<file path="src/rtl/vx_dispatch_arb.sv">
// rtl/vx_dispatch_arb.sv - round-robin arbiter sharing one registered dispatch port among NUM_REQS requesters.
// Optional per-requester stall counters are compiled in with VX_DISPATCH_ARB_PERF_EN.
module vx_dispatch_arb #(
   parameter int NUM_REQS = 4,
   parameter int DATAW    = 64,
   parameter int PERF_W   = 16,
   parameter int SEL_W    = (NUM_REQS > 1) ? $clog2(NUM_REQS) : 1
) (
   input  logic                      clk,
   input  logic                      reset,
   input  logic [NUM_REQS-1:0]       valid_in,
   input  logic [NUM_REQS*DATAW-1:0] data_in,
   output logic [NUM_REQS-1:0]       ready_in,
   output logic                      valid_out,
   output logic [DATAW-1:0]          data_out,
   output logic [SEL_W-1:0]          sel_out,
   input  logic                      ready_out
`ifdef VX_DISPATCH_ARB_PERF_EN
   ,
   output logic [NUM_REQS*PERF_W-1:0] perf_stalls
`endif
);

   logic [SEL_W-1:0] ptr;
   logic [SEL_W-1:0] grant;
   logic [SEL_W-1:0] hi_idx;
   logic [SEL_W-1:0] lo_idx;
   logic [SEL_W-1:0] ptr_next;
   logic             grant_valid;
   logic             hi_valid;
   logic             stage_en;
   logic             fire;
   logic [DATAW-1:0] grant_data;

   // Lowest valid index at or above ptr wins; otherwise wrap to the lowest valid index overall.
   always_comb begin
      hi_valid    = 1'b0;
      hi_idx      = '0;
      grant_valid = 1'b0;
      lo_idx      = '0;
      for (int i = NUM_REQS - 1; i >= 0; i--) begin
         if (valid_in[i]) begin
            grant_valid = 1'b1;
            lo_idx      = SEL_W'(i);
            if (i >= int'(ptr)) begin
               hi_valid = 1'b1;
               hi_idx   = SEL_W'(i);
            end
         end
      end
      grant = hi_valid ? hi_idx : lo_idx;
   end

   always_comb begin
      grant_data = '0;
      for (int i = 0; i < NUM_REQS; i++) begin
         if (grant == SEL_W'(i)) begin
            grant_data = data_in[i*DATAW +: DATAW];
         end
      end
   end

   assign stage_en = ~valid_out | ready_out;
   assign fire     = reset & stage_en & grant_valid;
   assign ptr_next = (grant == SEL_W'(NUM_REQS - 1)) ? '0 : grant + SEL_W'(1);

   always_comb begin
      ready_in = '0;
      for (int i = 0; i < NUM_REQS; i++) begin
         ready_in[i] = fire & (grant == SEL_W'(i));
      end
   end

   always_ff @(posedge clk or negedge reset) begin
      if (!reset) begin
         ptr       <= '0;
         valid_out <= 1'b0;
         data_out  <= '0;
         sel_out   <= '0;
      end else begin
         if (fire) begin
            valid_out <= 1'b1;
            data_out  <= grant_data;
            sel_out   <= grant;
            ptr       <= ptr_next;
         end else if (ready_out) begin
            valid_out <= 1'b0;
         end
      end
   end

`ifdef VX_DISPATCH_ARB_PERF_EN
   logic [PERF_W-1:0] stall_cnt [NUM_REQS];

   // Saturating: a stuck requester pins its counter at all-ones instead of wrapping.
   always_ff @(posedge clk or negedge reset) begin
      if (!reset) begin
         for (int i = 0; i < NUM_REQS; i++) begin
            stall_cnt[i] <= '0;
         end
      end else begin
         for (int i = 0; i < NUM_REQS; i++) begin
            if (valid_in[i] && !ready_in[i] && (stall_cnt[i] != '1)) begin
               stall_cnt[i] <= stall_cnt[i] + PERF_W'(1);
            end
         end
      end
   end

   always_comb begin
      perf_stalls = '0;
      for (int i = 0; i < NUM_REQS; i++) begin
         perf_stalls[i*PERF_W +: PERF_W] = stall_cnt[i];
      end
   end
`endif

endmodule

</file>
<file path="config.mk">
export PLATFORM = sky130hd
export DESIGN_NAME = vx_dispatch_arb
export DESIGN_NICKNAME = d
export VERILOG_FILES = /design/src/rtl/vx_dispatch_arb.sv
export SDC_FILE = /design/constraint.sdc
export NUM_CORES = 1
export LEC_CHECK = 0
export CORE_MARGIN = 3
export CORE_UTILIZATION = 33
export DETAILED_ROUTE_END_ITERATION = 8
export PLACE_DENSITY = 0.82
export SYNTH_ARGS = -nofsm -noshare
export SYNTH_HDL_FRONTEND = slang
export SYNTH_SLANG_ARGS = --single-unit
</file>
<file path="constraint.sdc">
create_clock -name clk -period 2.47 [get_ports clk]
set_clock_uncertainty 0.15 [all_clocks]
set_input_delay 0.494 -clock clk [delete_from_list [all_inputs] [get_ports clk]]
set_output_delay 0.494 -clock clk [all_outputs]
set_load 0.02 [all_outputs]
</file>
==> Word level (Yosys, flattened, before mapping) <==
Cells that the tools add are included.
{ "totals": {"inputBits": 263, "register_bits": 69} }
{ "op_classes": {"n_bitwise": 8, "n_addsub": 1, "order_cmp": 3, "reduce_logical": 2, "n_eq_ne": 3, "n_mux": 28} }
{ "ops": {"columns": ["operator", "count"], "rows": [
  ["$mux 64", 4],
  ["$mux 2", 12],
  ["$mux 1", 12],
  ["$and 1x1->1", 6],
  ["$eq 2x2->1 const B", 2],
  ["$ge 1x2->1 const A", 2],
  ["$add 2x1->2 const B", 1],
  ["$eq 2x1->1 const B", 1],
  ["$ge 2x2->1 const A", 1],
  ["$logic_not 2->1", 1],
  ["$reduce_bool 2->1", 1],
  ["$not 1->1", 1],
  ["$or 1x1->1", 1]
]} }

==> Logic depth before layout (Yosys ltp) <==
{ "depth": {"depth_word": 13, "depth_mapped": 10, "depth_no_buf": 7} }

==> Least setup slack after synthesis <==
OpenSTA, ideal clock, no wires.
{ "synth_timing": {"path_kind": "register -> output", "startpoint": "register ptr[1]", "endpoint": "output port ready_in[3]", "t_arrival_ps": 2205, "stages_incl_launch_ff": 8, "slack_ps": -379, "path_cell_list": "dfrtp_1 -> clkbuf_1 -> mux2i_1 -> a221oi_1 -> ha_1 -> clkbuf_1 -> clkbuf_1 -> and2_1"} }
{ "synth_between": {"elab_chain_cells": 10, "elab_cells_between_ends": 18} }
{ "synth_rtl": {"columns": ["element", "line_no", "text"], "rows": [
  ["start: declaration", "24", "logic [SEL_W-1:0] ptr;"],
  ["start signal: assignment", "85", "ptr <= ptr_next;"],
  ["$ge 2x2->1", "45", "if (i >= int'(ptr)) begin"],
  ["$mux 2 / $mux 1 (equally long branches)", "45", null],
  ["$mux 2 / $mux 1 (equally long branches)", "42", "if (valid_in[i]) begin"],
  ["$mux 2 / $mux 1 (equally long branches)", "45", null],
  ["$mux 2 / $mux 1 (equally long branches)", "42", null],
  ["$mux 2 / $mux 1 (equally long branches)", "45", null],
  ["$mux 2 / $mux 1 (equally long branches)", "42", null],
  ["$mux 2 (*)", "51", "grant = hi_valid ? hi_idx : lo_idx;"],
  ["named net grant[0]", "25", "logic [SEL_W-1:0] grant;"],
  ["$eq 2x2->1 (*)", "70", "ready_in[i] = fire & (grant == SEL_W'(i));"],
  ["$and 1x1->1 (*)", "70", null],
  ["end: declaration", "13", "output logic [NUM_REQS-1:0] ready_in,"]
]} }
The timed path passes the listed nets; every way through them passes the cells marked *.

==> Worst setup path after layout <==
{ "layout_timing": {"startpoint": "register ptr[1]", "endpoint": "output port ready_in[1]"} }
{ "layout_between": {"elab_chain_cells": 10, "elab_cells_between_ends": 18} }
{ "layout_rtl": {"columns": ["element", "line_no"], "rows": [
  ["$ge 2x2->1", "45"],
  ["$mux 2 / $mux 1 (equally long branches)", "45"],
  ["$mux 2 / $mux 1 (equally long branches)", "42"],
  ["$mux 2 / $mux 1 (equally long branches)", "45"],
  ["$mux 2 / $mux 1 (equally long branches)", "42"],
  ["$mux 2 / $mux 1 (equally long branches)", "45"],
  ["$mux 2 / $mux 1 (equally long branches)", "42"],
  ["$mux 2 (*)", "51"],
  ["named net grant[0]", "25"],
  ["$eq 2x1->1 (*)", "70"],
  ["$and 1x1->1 (*)", "70"]
]} }
Marked as above.

==> metrics <==
Final Max Tran Viols 0; Hold Violations, Final 0; WL final 23070 um; Core Region 14700 um2; main flop type after synthesis dfrtp_1; largest net degree at the start of global routing 137; root buf cell clkbuf_16; Max Fclk 396.9 MHz; Synth area leader dfrtp_1; vias per std cell 5.762; GRT Residual Overflow 0; all-layer global routing usage 23.77%; Area Growth Syn to Fin 83.91%; number of synthesized flops with an enable pin 0; Min Clock Period, post-route 2520 ps; Leak 3.604 nW; PwrDens 931.8 nW/um2; CTS max path bufs 2; syn nets 900; WP data required 1830 ps; failing checks setup timing; crit share post-route 102.0%; most frequent CP cell buf_6; worst-margin pin slew 822.6 ps; H-tree levels 3; CTS sink count 69; maximum vdd ir drop 0.5363 mV; ys async rst share 100.0%; CP cell instances mux2i_2 -> a221oi_4 -> buf_6 -> ha_4 -> and2_4 -> buf_6; Hold Worst Slack 77.98 ps; CP Launch Type flip-flop; CP Max Fanout 3; Iter 0 DRT Violations 707; Pre-Repair DR Iteration Count 6; # fillers 1246; TritonCTS clock tree yes; Top Family by Delay on Critical Path flip-flops; unrepaired setup endpoints after global routing true; vias post-DR 6476; Placement Setup Slack -807.9 ps; clk slew on worst S/H paths 50 ps; Synth Cell Area 5022 um2; Area contributors post-synth dfrtp_1, a31oi_1, a221o_1; Rows 44; crit path buf inv count 2; post-route ant nets 0; DRC Markers 0; number of distinct library cells after synthesis 24; initial antenna violation count 0; port buffer count 333; Wirelength per Cell 20.52 um; Final setup viols 8; max_cap viols 0; Crit Path Class reg2out; first-pass GRT wire length 31440 um; Die Span Y 129.4 um; CP Capture Type output port; setup TNS -173.5 ps; I/O pins 334; status complete, but fails checks; sequential cell area 1728 um2; register area share after synthesis 34.38%; Slowest-stage cell, CP dfrtp_2; post-route setup slack -49.74 ps; dpl hpwl 14650 um; synth warn 0; nets 1202; DIE WIDTH 129.4 um; HP Class in2async; Die ar. 16740 um2; GP Congestion 0.8457; Synth top area share 34.38%; clk_lat worst skew 330 ps; n_diodes 0; ratio of cells with drive above 1 in the final layout 8.191%; Arr. time, crit path 1880 ps; Synth Area per Inst 7.934 um2; vias in the first global route 5926; area of the multi-input gates 2826 um2; slew margin rel. 45.16%; Util after Layout 62.84%; #FFs+latches synth 69; CP peak stage delay 440 ps; Synth Instances 633; CTS Buf Count 9; initial core utilization 34.17%
-- power breakdown --
part,internal [mW],switching (mW)
clock,0.734,0.469
combinational,2.77,2.75
sequential,1.60,0.273
total,5.11,3.50
-- metrics by stage --
| step | area (um2) | instances | total power, mW |
|---|---|---|---|
| floorplan | 5055 | 633 | 4.647 |
| global placement | 8608 | 1097 | 6.757 |
| detailed placement | 8608 | 1097 | 6.819 |
| CTS | 8987 | 1115 | 8.187 |
| global route | 9236 | 1124 | 9.075 |
| finish | 9236 | 1124 | 8.606 |
-- cells by family (layout without fill, tap and decap cells) --
logic type / Yosys count / count (layout) / share of synthesized area (%)
muxes: 4 / 4 / 0.8470
AOI/OAI and AO/OA: 263 / 263 / 36.05
adders and majority gates: 4 / 4 / 0.9966
buffers and inverters: 148 / 455 / 11.53
and+or+nand+nor: 145 / 145 / 16.19
DFF: 69 / 69 / 34.38
-- layout by cell type (no fill, tap or decap), drive strengths merged, types with 3 or more instances in the layout --
| cell | instances |
|---|---|
| nand2 | 67 |
| nor2 | 3 |
| ha | 4 |
| a21oi | 66 |
| buf | 37 |
| and2 | 4 |
| dlygate4sd2 | 3 |
| nand3b | 64 |
| dfrtp | 69 |
| a31oi | 130 |
| clkdlybuf4s50 | 324 |
| inv | 67 |
| clkbuf | 22 |
| a221o | 64 |
-- repair_timing --
item,4_1_cts,5_1_grt
resized for setup,48,11
hold buffers,0,0
pin swaps,7,9
setup buffers,1,0
endpoints found under the setup margin,68,68
gates cloned,1,9
-- cell type report --
type | instances | area share, %
tap | 184 | 2.493
inverter | 67 | 2.723
clock inverter | 1 | 0.05419
multi-input combinational | 416 | 30.60
clock buffer | 15 | 2.899
sequential | 69 | 18.71
timing repair buffer | 372 | 42.52
-- cell usage after synthesis (all sizes together) (2+ instances only) --
| master | count |
|---|---|
| a21oi | 66 |
| a221o | 64 |
| a31oi | 130 |
| and2 | 4 |
| and3 | 2 |
| buf | 15 |
| clkbuf | 66 |
| dfrtp | 69 |
| ha | 4 |
| inv | 67 |
| mux2 | 2 |
| mux2i | 2 |
| nand2 | 67 |
| nand3 | 2 |
| nand3b | 64 |
| nor2 | 3 |
-- layer usage --
metal	routed length [um]	vias to the layer above	global-route usage (%)
met1	8737	3098	28.91
li1	-	2974	-
met3	2081	41	5.730
met2	11670	363	41.37
met4	583	0	7.721
met5	0	-	0
-- state kept, by name, summed over array words and instances (netlist names) --
name       cells
valid_out      1
sel_out        2
data_out      64
ptr            2
-- path summary, 6_finish.rpt --
check | start | end | slack [ps] | cells past startpoint
worst max-delay path | ptr[1] | ready_in[1] | -50 | 6
worst min-delay path | reset | data_out[46] | 80 | 2
worst max register to register | ptr[1] | data_out[20] | -20 | 9
worst min register to register | sel_out[0] | sel_out[0] | 360 | 1
max in group asynchronous | reset | data_out[20] | 1560 | 2
min in group clk | sel_out[0] | sel_out[0] | 360 | 1
-- worst register-to-register path, cell delays in order (launching register included) --
cell,delay (ps)
dfrtp_2,440
mux2i_2,180
a221oi_4,360
buf_6,170
ha_4,140
buf_8,180
clkbuf_16,220
a21oi_1,80
a221o_1,320
a31oi_1,180
Power figures use the tool's default switching activity.
